File: config.mk
export PLATFORM = sky130hd
export DESIGN_NAME = bus_arbiter
export DESIGN_NICKNAME = d
export VERILOG_FILES = /design/src/rtl/bus_arbiter.sv
export SDC_FILE = /design/constraint.sdc
export NUM_CORES = 1
export LEC_CHECK = 0
export CELL_PAD_IN_SITES_DETAIL_PLACEMENT = 0
export CELL_PAD_IN_SITES_GLOBAL_PLACEMENT = 1
export CORE_MARGIN = 2
export CORE_UTILIZATION = 14
export DETAILED_ROUTE_END_ITERATION = 16
export MAX_ROUTING_LAYER = met4
export PLACE_DENSITY = 0.83
export SLEW_MARGIN = 5
export SYNTH_ARGS = -nofsm -noshare
export SYNTH_HDL_FRONTEND = slang
export SYNTH_SLANG_ARGS = --single-unit
File: constraint.sdc
create_clock -name clk -period 1.87 [get_ports clk]
set_clock_uncertainty 0.05 [all_clocks]
set_input_delay 0.374 -clock clk [delete_from_list [all_inputs] [get_ports clk]]
set_output_delay 0.374 -clock clk [all_outputs]
set_load 0.005 [all_outputs]
File: src/rtl/bus_arbiter.sv
// Two-master arbiter for the shared peripheral bus.
// Grants one transaction at a time, muxes the owner onto the slave-side bus,
// routes the OR-combined slave response back to the owner only, and ends
// transactions to unmapped addresses with an error pulse after TIMEOUT cycles.
//
// Handshake: a master holds rd and/or wr (with addr/wrmask/data stable) until
// it sees a one-cycle rd_valid or wr_valid pulse; that pulse is the only
// completion. err accompanies the valid pulse when the arbiter itself ended
// the transaction. There is no back-pressure on the response path.
module bus_arbiter #(
  parameter int unsigned TIMEOUT     = 255,
  parameter int unsigned ROUND_ROBIN = 1
) (
  input  logic        clk,
  input  logic        rst,
  input  logic        i_m0_rd,
  input  logic        i_m0_wr,
  input  logic [31:0] i_m0_addr,
  input  logic [3:0]  i_m0_wrmask,
  input  logic [31:0] i_m0_data,
  output logic        o_m0_rd_valid,
  output logic        o_m0_wr_valid,
  output logic [31:0] o_m0_data,
  output logic        o_m0_err,
  input  logic        i_m1_rd,
  input  logic        i_m1_wr,
  input  logic [31:0] i_m1_addr,
  input  logic [3:0]  i_m1_wrmask,
  input  logic [31:0] i_m1_data,
  output logic        o_m1_rd_valid,
  output logic        o_m1_wr_valid,
  output logic [31:0] o_m1_data,
  output logic        o_m1_err,
  output logic        o_bus_rd,
  output logic        o_bus_wr,
  output logic [31:0] o_bus_addr,
  output logic [3:0]  o_bus_wrmask,
  output logic [31:0] o_bus_data,
  input  logic        i_bus_rd_valid,
  input  logic        i_bus_wr_valid,
  input  logic [31:0] i_bus_data,
  output logic [1:0]  o_grant,
  output logic        o_dbg_state
);

  localparam int CW = $clog2(TIMEOUT + 1);
  localparam logic [CW-1:0] CNT_LAST = CW'(TIMEOUT - 1);
  localparam logic [CW-1:0] CNT_MAX  = {CW{1'b1}};

  typedef enum logic {IDLE = 1'b0, BUSY = 1'b1} state_t;

  state_t        state, state_nxt;
  logic          own, own_nxt;
  logic          last, last_nxt;
  logic [CW-1:0] cnt, cnt_nxt;

  logic        req0, req1, winner;
  logic        sel_rd, sel_wr, sel_req;
  logic [31:0] sel_addr, sel_data;
  logic [3:0]  sel_mask;
  logic        slave_vld, timeout_hit;
  logic        rd_done, wr_done, err_done;
  logic [31:0] rsp_data;

  assign o_dbg_state = state;

  // Request decode, owner input mux and arbitration winner.
  always_comb begin
    req0     = i_m0_rd | i_m0_wr;
    req1     = i_m1_rd | i_m1_wr;
    sel_rd   = own ? i_m1_rd     : i_m0_rd;
    sel_wr   = own ? i_m1_wr     : i_m0_wr;
    sel_addr = own ? i_m1_addr   : i_m0_addr;
    sel_mask = own ? i_m1_wrmask : i_m0_wrmask;
    sel_data = own ? i_m1_data   : i_m0_data;
    sel_req  = sel_rd | sel_wr;
    slave_vld   = i_bus_rd_valid | i_bus_wr_valid;
    // A slave response on the deadline cycle takes precedence over the error.
    timeout_hit = (state == BUSY) && (cnt == CNT_LAST) && !slave_vld && sel_req;
    if ((ROUND_ROBIN != 0) && req0 && req1) winner = ~last;
    else                                    winner = ~req0;
  end

  // Next-state, watchdog and slave-side bus outputs.
  always_comb begin
    state_nxt    = state;
    own_nxt      = own;
    last_nxt     = last;
    cnt_nxt      = cnt;
    o_bus_rd     = 1'b0;
    o_bus_wr     = 1'b0;
    o_bus_addr   = 32'h0;
    o_bus_wrmask = 4'h0;
    o_bus_data   = 32'h0;
    o_grant      = 2'b00;
    rd_done      = 1'b0;
    wr_done      = 1'b0;
    err_done     = 1'b0;
    rsp_data     = 32'h0;
    case (state)
      IDLE: begin
        cnt_nxt = '0;
        if (req0 || req1) begin
          state_nxt = BUSY;
          own_nxt   = winner;
          last_nxt  = winner;
        end
      end
      BUSY: begin
        o_bus_rd     = sel_rd & ~timeout_hit;
        o_bus_wr     = sel_wr & ~timeout_hit;
        o_bus_addr   = sel_addr;
        o_bus_wrmask = sel_mask;
        o_bus_data   = sel_data;
        o_grant      = own ? 2'b10 : 2'b01;
        rd_done      = i_bus_rd_valid | (timeout_hit & sel_rd);
        wr_done      = i_bus_wr_valid | (timeout_hit & ~sel_rd);
        err_done     = timeout_hit;
        rsp_data     = i_bus_rd_valid ? i_bus_data : 32'h0;
        // Completion, forced timeout or a withdrawn request all end the
        // transaction; a withdrawn request produces no pulse.
        if (slave_vld || timeout_hit || !sel_req) begin
          state_nxt = IDLE;
          cnt_nxt   = '0;
        end else if (cnt != CNT_MAX) begin
          cnt_nxt = cnt + 1'b1;
        end
      end
      default: state_nxt = IDLE;
    endcase
  end

  // Route the response to the owner only; the other master sees zeros.
  always_comb begin
    o_m0_rd_valid = rd_done  & ~own;
    o_m0_wr_valid = wr_done  & ~own;
    o_m0_err      = err_done & ~own;
    o_m0_data     = own ? 32'h0 : rsp_data;
    o_m1_rd_valid = rd_done  & own;
    o_m1_wr_valid = wr_done  & own;
    o_m1_err      = err_done & own;
    o_m1_data     = own ? rsp_data : 32'h0;
  end

  // State, owner, priority and watchdog registers.
  always_ff @(posedge clk) begin
    if (rst) begin
      state <= IDLE;
      own   <= 1'b0;
      last  <= 1'b1;
      cnt   <= '0;
    end else begin
      state <= state_nxt;
      own   <= own_nxt;
      last  <= last_nxt;
      cnt   <= cnt_nxt;
    end
  end

endmodule

==> flow_metrics.py <==
metrics = {
    "clock_network": {
        "cts_buffer_depth": 2,
        "ctsHoldBuffers": 0,
        "clockRootBuffer": "clkbuf_16",
        "cts_buffers": 3,
        "cts_tree": "yes",
        "clk_latency_ps": 240,
        "h-tree-depth": 1,
        "path_clk_slew_ps": 50,
        "cts.sinks": 11,
    },
    "die": {
        "num_rows": 47,
        "die_y_um": 135,
        "die_w_um": 135,
        "coreArea_mm2": 0.0166,
        "ios": 319,
        "initial_core_util_pct": 14.3,
        "dieArea_mm2": 0.0181,
    },
    "drt": {
        "first_iter_violations": 133,
        "viasPerCell": 4.22,
        "route.detailed.drc": 0,
        "ant_nets": 0,
        "wl_um": 17200,
        "first_pass_iters": 4,
        "wl_per_cell_um": 17.9,
        "vias": 4047,
    },
    "global_routing": {
        "met3_usage_pct": 2.25,
        "grt_antenna_before_repair": 1,
        "gr-usage-met1_pct": 20.3,
        "grt.busiest_layer": "met2",
        "grt_pass1_wl_um": 23400,
        "grt.total_usage_pct": 17.1,
        "grt_pass1_vias": 3985,
        "grt_max_degree": 34,
        "use_met2_pct": 31.0,
        "grt-ovfl-total": 0,
    },
    "worst_setup_path": {
        "worst_setup_path_start_kind": "register",
        "worstSetupPathType": "reg2out",
        "cp_num_buf_inv": 2,
        "critPathMaxFanout": 3,
        "crit_chain": "or3b_4, a211o_1, buf_6, o41ai_4, buf_2",
        "required_ps": 1450,
        "end_kind": "output pin",
        "cpPeakStageDelay_ps": 390,
        "crit_family": "compound AO/OA/AOI/OAI gates",
        "cp_slowest_cell": "or3b_4",
        "arrival_ps": 1790,
    },
    "logic_synthesis": {
        "yosys_warnings": 0,
        "synth_compound_area_share_pct": 10.4,
        "ys_async_sr_fraction_pct": 0,
        "synth-xor-area-share_pct": 0,
        "synth_enable_flop_cells": 0,
        "yosysSeqAreaShare_pct": 9.22,
        "yosys_register_bits": 11,
        "syn_area_mm2": 0.00239,
        "postSynthCellCount": 316,
        "synth_mux_area_share_pct": 29.5,
        "synthAdderAreaFrac_pct": 1.05,
        "ys.flop_type": "dfxtp_1",
        "synth_cell_types": 35,
        "synth_nets": 494,
        "synth_simple_gate_area_share_pct": 44.0,
        "synth_top_family_by_area": "simple AND/OR/NAND/NOR gates",
        "synth_area_per_cell_um2": 7.55,
    },
    "place": {
        "dp.final_hpwl_um": 11600,
        "placed_cells": 861,
        "portBuffers": 318,
        "place.gp.congestion": 0.845,
        "placed_area_mm2": 0.00603,
    },
    "power": {
        "p_seq_share_pct": 9.9,
        "p_comb_share_pct": 74.3,
        "power_density_mw_per_mm2": 340,
        "p_total_mw": 2.54,
        "swShare_pct": 31.2,
        "vdd_ir_drop_max_uv": 709,
        "p_int_mw": 1.75,
        "p_leak_nw": 3.37,
        "p_switching_uw": 791,
        "pwr-share-clk_pct": 15.8,
    },
    "run_status": {
        "violations": "setup timing",
        "status": "finished, violations left",
    },
    "timing": {
        "slew_headroom_pct": 59.5,
        "fin_crit_ps": 2210,
        "setup_slack_ps": -343,
        "max_slew.worst_pin.slew_ps": 599,
        "post-route-period-util_pct": 118,
        "max_freq_ghz": 0.452,
        "setup_viol": 135,
        "timing.final.hold_violations": 0,
        "slew_viol_final": 0,
        "rsz0062_at_grt": "true",
        "hold-worst-slack_ps": 506,
    },
    "finish": {
        "multi_input_area_mm2": 0.00242,
        "final_nets": 918,
        "final_area_mm2": 0.00747,
        "area_growth_pct": 213,
        "drive_above_1_share_pct": 49.9,
        "ff_latch_area_um2": 228,
        "mostFrequentLayoutCells": "clkdlybuf4s50_1, buf_2, buf_6, nor2b_1, mux2i_1",
        "final_common_cell": "clkdlybuf4s50_1",
        "instances_no_fill": 960,
        "nFillCells": 1614,
    },
    "hold_path": {
        "hp-class": "reg2reg",
    },
    "run": {
        "drv_cap": 0,
    },
}
per-stage QoR:
| step | util, % | setup TNS, ps | setup slack [ps] |
|---|---|---|---|
| 6_report | 44.9 | -17800 | -343 |
| 5_1_grt | 44.9 | -24370 | -389 |
| 4_1_cts | 41.3 | -14260 | -440 |
| 3_5_place_dp | 36.2 | -61910 | -1160 |
| 3_3_place_gp | 36.2 | -62510 | -1170 |
| 2_1_floorplan | - | 0 | 8.31 |
sequential cells by signal, summed over array words and instances, names as in the netlist:
name / cells
own: 1
last: 1
o_dbg_state: 1
cnt: 8
worst paths after layout:
| check | end | startpoint | cells after the start | slack, ps |
|---|---|---|---|---|
| worst min-delay path | cnt[1] | cnt[1] | 2 | 510 |
| worst max register to register | cnt[3] | o_dbg_state | 5 | 20 |
| worst min register to register | cnt[1] | cnt[1] | 2 | 510 |
| worst max-delay path | o_m0_wr_valid | o_dbg_state | 5 | -340 |
kinds of logic after synthesis:
group,Yosys count
buffers and inverters,34
muxes,70
DFF,11
and+or+nand+nor,171
adders and majority gates,2
AOI/OAI and AO/OA,28
tightest hold or removal path, stage by stage, from the launching register on:
cell	delay (ps)
dfxtp_1	320
ha_1	130
a2111oi_2	50
power by group through the flow:
stage	logic (mW)	registers (mW)	clock network, mW
3_3_place_gp	1.31	0.253	0
6_report	1.89	0.251	0.401
4_1_cts	1.73	0.251	0.411
3_5_place_dp	1.31	0.253	0
2_1_floorplan	0.428	0.252	0
5_1_grt	1.99	0.251	0.425
cells in the mapped netlist, types with 3 or more instances:
library cell  number  area share (%)
a2111oi_2          3             1.9
a211oi_1           3            0.94
a21oi_1            5             1.0
and2_1            32             8.4
and3_1            35             9.2
buf_2              9             1.9
clkbuf_1          20             3.1
dfxtp_1           11             9.2
inv_1              4            0.63
mux2i_1           68              29
nand2_1           10             1.6
nand3_1            4            0.84
nor2_1             6            0.94
nor2b_1           69              18
nor3_1             4            0.84
nor4_2             3             1.6
o21ai_0            5             1.0
layout make-up:
| type | instances | area share, % |
|---|---|---|
| antenna | 1 | 0.0335 |
| sequential | 11 | 3.05 |
| inverter | 4 | 0.201 |
| timing repair buffer | 448 | 59.5 |
| tap | 220 | 3.69 |
| multi-input combinational | 272 | 32.5 |
| clock buffer | 3 | 1.01 |
| clock inverter | 1 | 0.0670 |
layer usage:
metal,vias up,wire length (um),share of wire [%]
li1,1968,-,-
met1,1883,6960,40
met2,174,9120,53
met3,22,743,4.3
met4,0,393,2.3
met5,-,0,0
repair_timing:
item | 4_1_cts | 5_1_grt
buffers inserted | 57 | 32
resized for setup | 661 | 165
setup endpoints to repair | 152 | 145
gates cloned | 14 | 4
pin swaps | 11 | 31
Note: power is estimated with default switching activity, not from simulation.
